### config.mk
export PLATFORM = sky130hd
export DESIGN_NAME = vmask_gen_flat
export DESIGN_NICKNAME = d
export VERILOG_FILES = /design/src/rtl/vmask_gen_if.sv /design/src/rtl/vmask_gen.sv /design/src/flat_wrapper.sv
export SDC_FILE = /design/constraint.sdc
export NUM_CORES = 1
export LEC_CHECK = 0
export CAP_MARGIN = 20
export CORE_UTILIZATION = 40
export DETAILED_ROUTE_END_ITERATION = 8
export PLACE_DENSITY = 0.72
export SKIP_CTS_REPAIR_TIMING = 1
export SLEW_MARGIN = 5
export SYNTH_ARGS = -nofsm -noshare
export SYNTH_HDL_FRONTEND = slang
export SYNTH_SLANG_ARGS = --single-unit
export TNS_END_PERCENT = 20
### constraint.sdc
create_clock -name clk -period 9.7 [get_ports clk]
set_input_delay 1.94 -clock clk [delete_from_list [all_inputs] [get_ports clk]]
set_output_delay 1.94 -clock clk [all_outputs]
set_load 0.01 [all_outputs]
### src/rtl/vmask_gen_if.sv
// rtl/vmask_gen_if.sv - request/mask-word handshake bundle for vmask_gen
interface vmask_gen_if #(
    parameter int REQ_DATA_WIDTH  = 64,
    parameter int RESP_DATA_WIDTH = 64,
    parameter int CNT_WIDTH       = 16
);
    logic                       in_valid;
    logic                       in_ready;
    logic [CNT_WIDTH-1:0]       in_vstart;
    logic [CNT_WIDTH-1:0]       in_vl;
    logic                       out_valid;
    logic                       out_ready;
    logic [RESP_DATA_WIDTH-1:0] out_vec;
    logic [REQ_DATA_WIDTH-1:0]  out_count;
    logic                       out_last;

    // master: CSR front end plus mask consumer; slave: the generator itself
    modport master (
        output in_valid, in_vstart, in_vl, out_ready,
        input  in_ready, out_valid, out_vec, out_count, out_last
    );

    modport slave (
        input  in_valid, in_vstart, in_vl, out_ready,
        output in_ready, out_valid, out_vec, out_count, out_last
    );
endinterface

### src/rtl/vmask_gen.sv
// rtl/vmask_gen.sv - streams [vstart, vl) element masks as W-bit words with running set-bit count
module vmask_gen #(
    parameter int REQ_DATA_WIDTH  = 64,
    parameter int RESP_DATA_WIDTH = 64,
    parameter int CNT_WIDTH       = 16
) (
    input  logic        clk,
    input  logic        rst,
    vmask_gen_if.slave  bus
);
    localparam int W  = RESP_DATA_WIDTH;
    localparam int XW = CNT_WIDTH + 2;

    typedef logic [XW-1:0]        ext_t;
    typedef logic [CNT_WIDTH:0]   base_t;
    typedef enum logic {IDLE, EMIT} state_t;

    localparam ext_t  W_EXT  = ext_t'(W);
    localparam base_t W_BASE = base_t'(W);

    state_t                     state;
    logic [CNT_WIDTH-1:0]       vstart_q;
    logic [CNT_WIDTH-1:0]       vl_q;
    base_t                      base_q;
    logic [REQ_DATA_WIDTH-1:0]  count_q;

    logic                       in_ready_q;
    logic                       out_valid_q;
    logic [W-1:0]               out_vec_q;
    logic [REQ_DATA_WIDTH-1:0]  out_count_q;
    logic                       out_last_q;

    logic                       req_empty;
    logic [W-1:0]               first_word;
    logic                       first_last;
    base_t                      next_base;
    logic [REQ_DATA_WIDTH-1:0]  next_count;
    logic [W-1:0]               next_word;
    logic                       next_last;

    // Extra headroom bit keeps base+i from wrapping near the top of the element range.
    function automatic logic [W-1:0] mask_word(input base_t b,
                                               input logic [CNT_WIDTH-1:0] vs,
                                               input logic [CNT_WIDTH-1:0] vl);
        logic [W-1:0] m;
        ext_t         idx;
        m = '0;
        for (int i = 0; i < W; i++) begin
            idx  = ext_t'(b) + ext_t'(i);
            m[i] = (idx >= ext_t'(vs)) && (idx < ext_t'(vl));
        end
        return m;
    endfunction

    function automatic logic [REQ_DATA_WIDTH-1:0] popcount(input logic [W-1:0] v);
        logic [REQ_DATA_WIDTH-1:0] p;
        p = '0;
        for (int i = 0; i < W; i++) begin
            p = p + REQ_DATA_WIDTH'(v[i]);
        end
        return p;
    endfunction

    always_comb begin
        req_empty  = (bus.in_vl == '0) || (bus.in_vstart >= bus.in_vl);
        first_word = req_empty ? '0 : mask_word('0, bus.in_vstart, bus.in_vl);
        // An empty range still yields exactly one terminating word.
        first_last = req_empty || (W_EXT >= ext_t'(bus.in_vl));
        next_base  = base_q + W_BASE;
        next_count = count_q + popcount(out_vec_q);
        next_word  = mask_word(next_base, vstart_q, vl_q);
        next_last  = (ext_t'(next_base) + W_EXT) >= ext_t'(vl_q);
    end

    always_ff @(posedge clk or negedge rst) begin
        if (!rst) begin
            state       <= IDLE;
            vstart_q    <= '0;
            vl_q        <= '0;
            base_q      <= '0;
            count_q     <= '0;
            in_ready_q  <= 1'b1;
            out_valid_q <= 1'b0;
            out_vec_q   <= '0;
            out_count_q <= '0;
            out_last_q  <= 1'b0;
        end else begin
            case (state)
                IDLE: begin
                    if (bus.in_valid) begin
                        vstart_q    <= bus.in_vstart;
                        vl_q        <= bus.in_vl;
                        base_q      <= '0;
                        count_q     <= '0;
                        out_vec_q   <= first_word;
                        out_count_q <= '0;
                        out_last_q  <= first_last;
                        out_valid_q <= 1'b1;
                        in_ready_q  <= 1'b0;
                        state       <= EMIT;
                    end
                end
                EMIT: begin
                    if (bus.out_ready) begin
                        if (out_last_q) begin
                            out_valid_q <= 1'b0;
                            in_ready_q  <= 1'b1;
                            state       <= IDLE;
                        end else begin
                            base_q      <= next_base;
                            count_q     <= next_count;
                            out_vec_q   <= next_word;
                            out_count_q <= next_count;
                            out_last_q  <= next_last;
                        end
                    end
                end
                default: state <= IDLE;
            endcase
        end
    end

    assign bus.in_ready  = in_ready_q;
    assign bus.out_valid = out_valid_q;
    assign bus.out_vec   = out_vec_q;
    assign bus.out_count = out_count_q;
    assign bus.out_last  = out_last_q;
endmodule

### src/flat_wrapper.sv
// flat-port wrapper written by rule: the top's interface ports become plain ports
module vmask_gen_flat 
#(
    parameter int REQ_DATA_WIDTH  = 64,
    parameter int RESP_DATA_WIDTH = 64,
    parameter int CNT_WIDTH       = 16
)
  (clk, rst, bus_in_valid, bus_in_vstart, bus_in_vl, bus_out_ready, bus_in_ready, bus_out_valid, bus_out_vec, bus_out_count, bus_out_last);
  vmask_gen_if #(.REQ_DATA_WIDTH(REQ_DATA_WIDTH), .RESP_DATA_WIDTH(RESP_DATA_WIDTH), .CNT_WIDTH(CNT_WIDTH)) bus_i ();
  input  logic clk;
  input  logic rst;
  input wire logic [$bits(bus_i.in_valid)-1:0] bus_in_valid;
  input wire logic [$bits(bus_i.in_vstart)-1:0] bus_in_vstart;
  input wire logic [$bits(bus_i.in_vl)-1:0] bus_in_vl;
  input wire logic [$bits(bus_i.out_ready)-1:0] bus_out_ready;
  output wire logic [$bits(bus_i.in_ready)-1:0] bus_in_ready;
  output wire logic [$bits(bus_i.out_valid)-1:0] bus_out_valid;
  output wire logic [$bits(bus_i.out_vec)-1:0] bus_out_vec;
  output wire logic [$bits(bus_i.out_count)-1:0] bus_out_count;
  output wire logic [$bits(bus_i.out_last)-1:0] bus_out_last;
  assign bus_i.in_valid = bus_in_valid;
  assign bus_i.in_vstart = bus_in_vstart;
  assign bus_i.in_vl = bus_in_vl;
  assign bus_i.out_ready = bus_out_ready;
  assign bus_in_ready = bus_i.in_ready;
  assign bus_out_valid = bus_i.out_valid;
  assign bus_out_vec = bus_i.out_vec;
  assign bus_out_count = bus_i.out_count;
  assign bus_out_last = bus_i.out_last;
  vmask_gen #(.REQ_DATA_WIDTH(REQ_DATA_WIDTH), .RESP_DATA_WIDTH(RESP_DATA_WIDTH), .CNT_WIDTH(CNT_WIDTH)) u_core (.clk(clk), .rst(rst), .bus(bus_i));
endmodule
==> out/summary.txt <==
OUTCOME
---------------------------------------------------------------------------------
Result of the run .................................................. finished, final reports clean

POWER AND IR DROP
---------------------------------------------------------------------------------
Switching fraction of total power ..................................        0.500
Areal power density over the cells .................................  212 nW/um^2
Power after layout .................................................    0.00402 W
Part of the total power dissipated in sequential elements ..........        0.249
Clock Power Share ..................................................        0.185
Power dissipated by switching net loads ............................    0.00201 W
Standby leakage power ..............................................      8.26 nW
Design internal power ..............................................    0.00201 W
Gate power share ...................................................        0.566
Maximum VDD drop ...................................................     0.141 mV

FINISH
---------------------------------------------------------------------------------
Combined area of the multi-input logic cells .......................   10900 um^2
Final design area excluding fillers ................................   18900 um^2
Leading cell type in the layout, fill and taps excluded ............      nand2_1
Fraction of layout instances using a drive strength above 1 ........       0.0424
Antenna cell count .................................................            0
Total number of nets in the final design ...........................         2322
Most frequent cells in the layout .................................. 247 x nand2_1, 174 x dfrtp_1, 166 x o21ai_0
FILL cells .........................................................         3948
FF+latch area ......................................................    4380 um^2
Area overhead of the layout relative to synthesis ..................        17.0%

SYNTHESIS
---------------------------------------------------------------------------------
Number of synthesized register bits ................................          175
Leading area contributor after synthesis ...........................      dfrtp_1
Gate count after technology mapping ................................         1971
Portion of the post-synthesis area used by sequential elements .....        0.271
Unique cell type count in the Yosys netlist ........................           79
Fraction of registers with async set or reset after synthesis ......         1.00
Post-Syn Area per Cell .............................................    8.21 um^2
Number of enable-type register cells in the synthesized netlist ....            0
Warnings, synthesis ................................................            0
Post-synthesis instance area .......................................   16200 um^2
Synth Flop Type ....................................................      dfrtp_1
Area share of the leading cell type in the synthesized netlist .....        0.269
Post-Synthesis Net Count ...........................................         2208
Top area cells in the synthesized netlist .......................... dfrtp_1 27%, ha_1 11%, fa_1 6.8%

DRT
---------------------------------------------------------------------------------
Final WL ...........................................................     67500 um
Vias after detailed routing ........................................        16.6k
WL/cell ............................................................      25.7 um
Drt pass-1 iters ...................................................            6
DRC violation total after the first TritonRoute iteration ..........         1739
Post-detailed-route via-to-cell ratio ..............................         6.32
Post-detailed-route DRC marker count ...............................            0
Post-route antenna net violation count .............................            0

STA
---------------------------------------------------------------------------------
Maximum clock rate .................................................    0.131 GHz
Final Hold Fails ...................................................            0
Total count of max-transition violations in the final report .......            0
RSZ-0062 raised after global routing ...............................        false
Final setup viols ..................................................            0
Remaining max-slew budget at the tightest pin ......................        0.265
Fraction of the cycle the final worst path needs ...................        0.789
Clock skew after layout ............................................      13.9 ps
Least-Margin Pin Slew ..............................................      1090 ps
Fin crit period ....................................................      7650 ps
Final TNS setup ....................................................         0 ps

GLOBAL ROUTING
---------------------------------------------------------------------------------
Global-route total usage across every layer ........................        0.329
First-pass GRT wire length .........................................    102000 um
Number of global-route vias before repair ..........................        15.7k
Initial antenna violation count ....................................            1
Largest net degree at the start of global routing ..................           89
Gr ovfl total ......................................................            0

DIE
---------------------------------------------------------------------------------
DIE WIDTH ..........................................................       203 um
Top-level port count ...............................................          167
Initial Utilization ................................................        0.406
Core region area ...................................................   39800 um^2
Chip Height ........................................................       203 um
Total number of placement rows .....................................           73
Total die area .....................................................   41200 um^2

WORST SETUP PATH
---------------------------------------------------------------------------------
Crit Reg-Reg Startpoint ............................................ u_core.bus.out_vec[53]
Number of buffer and inverter stages on the critical path ..........            7
Worst setup slack for register-to-register paths ...................      2050 ps
Critical path's top delay family ...................................  adder cells
Largest fanout of any net on the critical path .....................           11
Worst reg2reg path depth ...........................................           24
Delay of the slowest cell on the worst path ........................       550 ps
Slowest cell on crit path ..........................................         fa_1
Category of the worst setup path launch point ......................    flip-flop
Data required time of the critical path ............................     10070 ps
Crit-path most repeated cell .......................................         fa_1
CP arrival .........................................................      8030 ps
Crit. End Element ..................................................    flip-flop
Worst reg2reg path endpoint ........................................ u_core.count_q[56]
Start-to-end type of the worst setup path ..........................   reg -> reg
Crit path cell chain ............................................... fa_1, inv_1, fa_1, inv_1, fa_1, inv_1, fa_1, inv_1, fa_1, inv_1, fa_1, fa_1, fa_1, inv_1, ha_1, inv_1, fa_1, nor2b_1, o21ai_0, a21boi_0, o21a_1, o2111ai_1, or4_1, a21oi_1

CTS
---------------------------------------------------------------------------------
CTS tree ...........................................................        built
Worst-path clk slew ................................................        70 ps
Max clock buf depth ................................................            2
Clock H-tree levels ................................................            4
Sink Count .........................................................          175
Number of clock buffers inserted by TritonCTS ......................           17
Root Buffer ........................................................    clkbuf_16
Clock latency of the later-clocked register in the worst-skew pair .       460 ps

WORST HOLD PATH
---------------------------------------------------------------------------------
Worst hold start ................................................... u_core.count_q[8]
Hold Crit Depth ....................................................            2
Type of the most critical hold path ................................   reg -> reg
Hold endpoint ...................................................... u_core.count_q[8]

PLACE
---------------------------------------------------------------------------------
Cell Area, Placed ..................................................   18300 um^2
DP HPWL ............................................................     53100 um
Number of port buffers .............................................          166
GP Congestion ......................................................         1.01

FLOW RUN
---------------------------------------------------------------------------------
Maxcap violations ..................................................            0

## worst reg2reg max path, cell delays in order, from the launching register on
cell	delay [ps]
dfrtp_1	420
fa_1	550
inv_1	60
fa_1	530
inv_1	60
fa_1	470
inv_1	50
fa_1	490
inv_1	100
fa_1	490
inv_1	50
fa_1	450
fa_1	520
fa_1	420
inv_1	70
ha_1	150
inv_1	60
fa_1	400
nor2b_1	120
o21ai_0	110
a21boi_0	510
o21a_1	370
o2111ai_1	430
or4_1	550
a21oi_1	160
## layer usage
metal	up-vias	GRT usage	wire [um]
met2	905	0.508	29800
met4	0	0.131	2840
li1	7378	-	-
met3	120	0.0541	5720
met1	8175	0.458	29200
met5	-	0	0
## synthesized netlist by cell type (all sizes together), types with 5 or more instances
cell,count
a2111oi,6
a211o,12
a211oi,20
a21boi,5
a21o,36
a21oi,134
a221o,11
a221oi,11
a22oi,17
a31oi,8
and2,22
and3,16
and4,14
buf,14
clkbuf,80
dfrtp,174
fa,55
ha,146
inv,153
nand2,247
nand2b,16
nand3,70
nand3b,6
nand4,37
nor2,112
nor2b,12
nor3,34
nor4,30
o2111ai,12
o211ai,54
o21a,19
o21ai,169
o221ai,22
o22ai,11
o31ai,10
or2,12
or3,24
or4,12
xnor2,55
xor2,22
## registers in the layout (all words and copies together) (netlist names)
name	count
u_core.bus.out_vec	64
u_core.state	1
u_core.bus.out_valid	1
u_core.base_q	11
u_core.vstart_q	16
u_core.bus.out_last	1
u_core.bus.in_ready	1
u_core.count_q	64
u_core.vl_q	16
## cells by family after synthesis
kind of cell               Yosys count  synth area share
AOI/OAI and AO/OA                  594             0.241
xor gates and xnor gates            77            0.0417
buffers and inverters              248            0.0584
DFF                                175             0.271
and+or+nand+nor                    673             0.206
adders and majority gates          201             0.181
muxes                                3           0.00186
## worst max-delay path by stage
stage | cells after the start | to | startpoint
detailed placement | 24 | u_core.count_q[60] | u_core.bus.out_vec[53]
CTS | 24 | u_core.count_q[60] | u_core.bus.out_vec[53]
global route | 24 | u_core.count_q[60] | u_core.bus.out_vec[53]
finish | 24 | u_core.count_q[56] | u_core.bus.out_vec[53]
global placement | 24 | u_core.count_q[56] | u_core.bus.out_vec[53]
floorplan | 22 | u_core.count_q[60] | u_core.bus.out_vec[0]
## cell type report
cell class | instances | area share
clock inverter | 12 | 0.00813
tap | 525 | 0.0347
sequential | 175 | 0.231
clock buffer | 20 | 0.0241
inverter | 154 | 0.0305
timing repair buffer | 189 | 0.0968
multi-input combinational | 1548 | 0.574
## power by group through the flow
| stage | registers (W) | clock network [W] | logic, W |
|---|---|---|---|
| detailed placement | 0.00101 | 0 | 0.00221 |
| CTS | 0.000993 | 0.000755 | 0.00224 |
| global route | 0.00101 | 0.000780 | 0.00251 |
| global placement | 0.00100 | 0 | 0.00220 |
| finish | 0.00100 | 0.000745 | 0.00227 |
| floorplan | 0.000926 | 0 | 0.00150 |
## stage by stage
| stage | cells | hold slack, ps | util | worst slack [ps] |
|---|---|---|---|---|
| global route | 2623 | 568 | 0.475 | 1590 |
| CTS | 2620 | 538 | 0.475 | 2110 |
| finish | 2623 | 531 | 0.475 | 2050 |
| global placement | 2588 | 504 | 0.460 | 2270 |
| detailed placement | 2588 | 521 | 0.460 | 2160 |
| floorplan | 1971 | 497 | - | 2640 |
Power figures use the tool's default switching activity.
